`src/rtl/serial_mul_pkg.sv`:
```
// Shared widths, step count, FSM state type and a helper for serial_top_multiplier.
// The optional serial shift-out stage is selected by the SERIAL_MUL_SOUT_EN macro.
package serial_mul_pkg;

    localparam int XW        = 11;
    localparam int YW        = 12;
    localparam int ZW        = 23;
    localparam int MUL_STEPS = 23;
    localparam int CW        = 5;

    typedef enum logic [2:0] {
        ST_IDLE,
        ST_LOAD,
        ST_CONV,
        ST_MULT,
        ST_FIX,
        ST_SOUT,
        ST_DONE
    } state_t;

    // Two's-complement negate when neg is set; result wraps modulo 2^ZW.
    function automatic logic [ZW-1:0] cond_neg(input logic [ZW-1:0] v, input logic neg);
        return neg ? (~v + ZW'(1)) : v;
    endfunction

endpackage

```
`src/rtl/unsigned_shift_add_mult.sv`:
```
// Unsigned 23x23 shift-add multiplier core; one iteration per clock, product kept modulo 2^23.
module unsigned_shift_add_mult
    import serial_mul_pkg::*;
(
    input  logic          clk,
    input  logic          rst,
    input  logic          start,
    input  logic [ZW-1:0] a,
    input  logic [ZW-1:0] b,
    output logic [ZW-1:0] p,
    output logic          done
);

    logic [ZW-1:0] mcand_reg;
    logic [ZW-1:0] mplier_reg;
    logic [ZW-1:0] acc_reg;
    logic [CW-1:0] cnt_reg;
    logic          busy_reg;

    assign p = acc_reg;

    always_ff @(posedge clk or posedge rst) begin
        if (rst) begin
            mcand_reg  <= '0;
            mplier_reg <= '0;
            acc_reg    <= '0;
            cnt_reg    <= '0;
            busy_reg   <= 1'b0;
            done       <= 1'b0;
        end else begin
            done <= 1'b0;
            if (start) begin
                mcand_reg  <= a;
                mplier_reg <= b;
                acc_reg    <= '0;
                cnt_reg    <= CW'(MUL_STEPS);
                busy_reg   <= 1'b1;
            end else if (busy_reg) begin
                if (mplier_reg[0])
                    acc_reg <= acc_reg + mcand_reg;
                mcand_reg  <= mcand_reg << 1;
                mplier_reg <= mplier_reg >> 1;
                cnt_reg    <= cnt_reg - CW'(1);
                // Done is registered on the last iteration, so it is seen the cycle after.
                if (cnt_reg == CW'(1)) begin
                    busy_reg <= 1'b0;
                    done     <= 1'b1;
                end
            end
        end
    end

endmodule

```
`src/rtl/serial_top_multiplier.sv`:
```
// Bit-serial signed/unsigned 11x12 multiplier with serial load and optional serial unload.
// Define SERIAL_MUL_SOUT_EN to include the 23-cycle serial shift-out stage.
module serial_top_multiplier
    import serial_mul_pkg::*;
(
    input  logic          clk,
    input  logic          rst,
    input  logic          y,
    input  logic          x,
    input  logic          mul,
    input  logic          sx,
    input  logic          sy,
    output logic          fx,
    output logic          fy,
    output logic          unsigned_done,
    output logic [ZW-1:0] z,
    output logic          z_serial,
    output logic          z_done,
    output logic [YW-1:0] y_shift,
    output logic [XW-1:0] x_shift
);

    state_t        state_reg;
    logic [CW-1:0] cnt_reg;
    logic [XW-1:0] x_neg;
    logic [YW-1:0] y_neg;
    logic [ZW-1:0] a_mag;
    logic [ZW-1:0] b_mag;
    logic [ZW-1:0] p_mag;
    logic [ZW-1:0] z_fixed;
    logic          start;

    assign fx    = sx & x_shift[XW-1];
    assign fy    = sy & y_shift[YW-1];
    // Negating the most negative value yields itself, which read unsigned is the right magnitude.
    assign x_neg = ~x_shift + XW'(1);
    assign y_neg = ~y_shift + YW'(1);
    assign a_mag = ZW'(fx ? x_neg : x_shift);
    assign b_mag = ZW'(fy ? y_neg : y_shift);
    assign start = (state_reg == ST_CONV);
    assign z_fixed = cond_neg(p_mag, fx ^ fy);

    unsigned_shift_add_mult u_core (
        .clk   (clk),
        .rst   (rst),
        .start (start),
        .a     (a_mag),
        .b     (b_mag),
        .p     (p_mag),
        .done  (unsigned_done)
    );

`ifdef SERIAL_MUL_SOUT_EN
    logic [ZW-1:0] sreg_reg;
    assign z_serial = sreg_reg[0];
`else
    assign z_serial = 1'b0;
`endif

    always_ff @(posedge clk or posedge rst) begin
        if (rst) begin
            state_reg <= ST_IDLE;
            cnt_reg   <= '0;
            x_shift   <= '0;
            y_shift   <= '0;
            z         <= '0;
            z_done    <= 1'b0;
`ifdef SERIAL_MUL_SOUT_EN
            sreg_reg  <= '0;
`endif
        end else begin
            case (state_reg)
                ST_IDLE, ST_DONE: begin
                    if (mul) begin
                        x_shift   <= {x, x_shift[XW-1:1]};
                        y_shift   <= {y, y_shift[YW-1:1]};
                        cnt_reg   <= CW'(1);
                        z_done    <= 1'b0;
                        state_reg <= ST_LOAD;
                    end
                end
                ST_LOAD: begin
                    // cnt_reg holds the number of bits already captured.
                    y_shift <= {y, y_shift[YW-1:1]};
                    if (cnt_reg < CW'(XW))
                        x_shift <= {x, x_shift[XW-1:1]};
                    cnt_reg <= cnt_reg + CW'(1);
                    if (cnt_reg == CW'(YW-1))
                        state_reg <= ST_CONV;
                end
                ST_CONV: begin
                    cnt_reg   <= '0;
                    state_reg <= ST_MULT;
                end
                ST_MULT: begin
                    cnt_reg <= cnt_reg + CW'(1);
                    if (cnt_reg == CW'(MUL_STEPS-1))
                        state_reg <= ST_FIX;
                end
                ST_FIX: begin
                    z       <= z_fixed;
                    cnt_reg <= '0;
`ifdef SERIAL_MUL_SOUT_EN
                    sreg_reg  <= z_fixed;
                    state_reg <= ST_SOUT;
`else
                    z_done    <= 1'b1;
                    state_reg <= ST_DONE;
`endif
                end
                ST_SOUT: begin
`ifdef SERIAL_MUL_SOUT_EN
                    sreg_reg <= sreg_reg >> 1;
                    cnt_reg  <= cnt_reg + CW'(1);
                    if (cnt_reg == CW'(ZW-1)) begin
                        z_done    <= 1'b1;
                        state_reg <= ST_DONE;
                    end
`else
                    state_reg <= ST_IDLE;
`endif
                end
                default: state_reg <= ST_IDLE;
            endcase
        end
    end

endmodule

```
`config.mk`:
```
export PLATFORM = sky130hd
export DESIGN_NAME = serial_top_multiplier
export DESIGN_NICKNAME = d
export VERILOG_FILES = /design/src/rtl/serial_mul_pkg.sv /design/src/rtl/unsigned_shift_add_mult.sv /design/src/rtl/serial_top_multiplier.sv
export SDC_FILE = /design/constraint.sdc
export NUM_CORES = 1
export LEC_CHECK = 0
export ABC_AREA = 1
export CORE_AREA = 2 2 157 144
export CTS_BUF_LIST = sky130_fd_sc_hd__clkbuf_16
export DETAILED_ROUTE_END_ITERATION = 10
export DIE_AREA = 0 0 159 146
export GPL_ROUTABILITY_DRIVEN = 1
export PLACE_DENSITY = 0.54
export SLEW_MARGIN = 20
export SYNTH_ARGS = -nofsm -noshare
export SYNTH_HDL_FRONTEND = slang
export SYNTH_SLANG_ARGS = --single-unit
export TNS_END_PERCENT = 20
```
`constraint.sdc`:
```
create_clock -name clk -period 5.5 [get_ports clk]
set_input_delay 1.1 -clock clk [delete_from_list [all_inputs] [get_ports clk]]
set_output_delay 1.1 -clock clk [all_outputs]
set_load 0.005 [all_outputs]
```
==> results.json <==
{
  "status": "finished clean",
  "antenna_found_initial": 0,
  "cts_buffers": 17,
  "drc": 0,
  "coreArea_sq_mm": 0.02144,
  "cts_sinks": 120,
  "n_antenna_cell": 0,
  "syn_area_per_cell_sq_um": 7.110,
  "grt_pass1_wl_um": 31830,
  "synth_nets": 1080,
  "fin_worst_skew_ns": 0.008230,
  "max_freq_mhz": 259.7,
  "die-area_sq_mm": 0.02321,
  "clk_latency_ns": 0.42,
  "yosysTopAreaCell": "dfrtp_1",
  "rrSetupSlack_ns": 2.40,
  "grt_use_total_pct": 16.95,
  "synth_top_family_by_area": "simple AND/OR/NAND/NOR gates",
  "yosysUniqueCellTypes": 36,
  "cts_resized": 0,
  "drt_first_iter_violations": 457,
  "critPathMaxFanout": 16,
  "synth_flop_cell": "dfrtp_1",
  "io-pin-count": 58,
  "rsz0062_at_grt": "no",
  "synth-async-reset-ratio_pct": 100.0,
  "post_cts_buffers": 0,
  "synthesis.area_sq_mm": 0.007416,
  "arrival_ns": 2.75,
  "wl_per_cell_um": 13.51,
  "dp_hpwl_um": 13900,
  "dp_cells": 1368,
  "hold_violations": 0,
  "grt_overflow": 0,
  "synth-compound-area-share_pct": 12.15,
  "fin_crit_sh_pct": 70.02,
  "routed-via-count": 6621,
  "die_x_um": 159,
  "final_max_slew_viol_count": 0,
  "max_cap_viol_count": 0,
  "synthAdderAreaFrac_pct": 5.163,
  "wirelength_um": 18900,
  "clockBufferDepth": 2,
  "ys_ff_latch": 120,
  "antenna_left": 0,
  "place.gp.congestion": 0.8639,
  "stdcell_count": 1399,
  "synth_seq_area_share_pct": 40.49,
  "crit_path_start_kind": "input port",
  "muxShareOfSynthArea_pct": 0,
  "synthSimpleGateAreaFrac_pct": 29.68,
  "grt_max_degree": 56,
  "power_leakage_nw": 4.450,
  "portBuffers": 56,
  "num_rows": 51,
  "synth.area.top_cells": "dfrtp_1 (40%), nand2_1 (17%), inv_1 (8.3%)",
  "end_kind": "output pin",
  "critical_path_required_ns": 4.40,
  "cts_root_buffer": "clkbuf_16",
  "relSlewSlack_pct": 32.71,
  "ir_drop_mv": 0.1886,
  "ys_warn_count": 0,
  "initial_utilization_pct": 34.59,
  "finalSetupViolations": 0,
  "cts_tree": "yes",
  "syn_to_final_growth_pct": 18.53,
  "synth_edf_count": 0,
  "finalSetupTns_ns": 0,
  "hold_buffers": 0,
  "cts.clk_slew.worst_paths_ns": 0.06,
  "syn_inst": 1043,
  "drive_gt1_share_pct": 4.332,
  "synth-xor-area-share_pct": 1.772,
  "viasPerCell": 4.733,
  "first_global_vias": 6350,
  "firstDrtPassIters": 5,
  "worst_slew_pin_slew_ns": 1.007,
  "synth_top_cell_area_share_pct": 40.49,
  "timing.final.crit_period_ns": 3.851,
  "nNetsFinal": 1133,
  "crit_type": "in -> out",
  "die_h_um": 146,
  "htreeDepth": 4,
  "p_per_area_mw_per_mm2": 583.7,
  "hold_class": "reg -> reg"
}
[per-layer routing]
layer  GRT usage (%)  vias to the layer above  wire (um)
met5               0                        -          0
met4           4.000                        0        122
met3           3.306                       10        673
met2           25.91                       92       8062
met1           24.72                     3053      10050
li1                -                     3466          -
[path summary, 6_finish.rpt]
path	to	startpoint	depth (start not counted)
worst min register to register	z[22]$_DFFE_PP0P_	z[22]$_DFFE_PP0P_	2
min in group asynchronous	state_reg[1]$_DFFE_PP0P_	rst	2
max in group asynchronous	u_core.done$_DFF_PP0_	rst	3
worst max register to register	u_core.p[0]$_DFFE_PP0P_	state_reg[1]$_DFFE_PP0P_	10
worst min-delay path	z[22]$_DFFE_PP0P_	z[22]$_DFFE_PP0P_	2
worst max-delay path	fy	sy	4
[Yosys cell counts, types with 4 or more instances]
| cell | number |
|---|---|
| inv_1 | 163 |
| o21ai_1 | 24 |
| o22ai_1 | 19 |
| nor3_1 | 11 |
| nor2_1 | 66 |
| inv_2 | 8 |
| o221ai_1 | 13 |
| o21ai_0 | 54 |
| clkbuf_1 | 6 |
| dfrtp_1 | 120 |
| buf_2 | 13 |
| xor2_1 | 12 |
| o211ai_1 | 6 |
| nand3_1 | 96 |
| ha_1 | 29 |
| a21oi_1 | 29 |
| nand4_1 | 12 |
| buf_4 | 4 |
| nand2_1 | 327 |
| nand3b_1 | 6 |
[final cells by class]
| type | instances | area (sq um) |
|---|---|---|
| fillers | 2280 | 12650 |
| multi-input cells | 726 | 3620 |
| flip-flops and latches | 120 | 3003 |
| inverters | 171 | 644.4 |
| repair buffers | 60 | 590.6 |
| clock buffers | 17 | 425.4 |
| well taps | 291 | 364.1 |
| clock inverters | 14 | 142.6 |
[placed cells by master (no fill, tap or decap), drive strengths merged, types with 12 or more instances in the layout]
cell	n
a21oi	29
clkbuf	17
clkdlybuf4s50	56
dfrtp	120
ha	29
inv	174
nand2	332
nand3	96
nand4	12
nor2	67
nor3	12
o21ai	78
o221ai	14
o22ai	20
xor2	12
[critical path, cell delays in order]
cell and delay, ns:
clkdlybuf4s50_1 0.45, nand2_1 0.17, inv_1 0.42, clkdlybuf4s50_1 0.60
[power by group]
group | switching [mW] | total, mW | internal [mW]
Combinational | 1.53 | 2.48 | 0.942
Clock | 0.400 | 1.10 | 0.696
Sequential | 0.325 | 1.56 | 1.23
[per-stage QoR]
step	total power, mW	util (%)	area (sq um)	hold WS (ns)	setup slack [ns]
after floorplan	3.281	-	7416	0.4484	1.214
after global placement	4.019	38.35	8222	0.4628	1.660
after detailed placement	4.052	38.35	8222	0.4645	1.650
after CTS	5.179	41.00	8790	0.4808	1.645
after global routing	5.624	41.00	8790	0.5009	1.517
final	5.131	41.00	8790	0.4752	1.649
[cell families after synthesis]
family,count (synthesis)
AOI/OAI and AO/OA,154
xor gates and xnor gates,15
adders and majority gates,30
buffers and inverters,197
DFF,120
other,1
and+or+nand+nor,526
(Power assumes the default switching activity.)
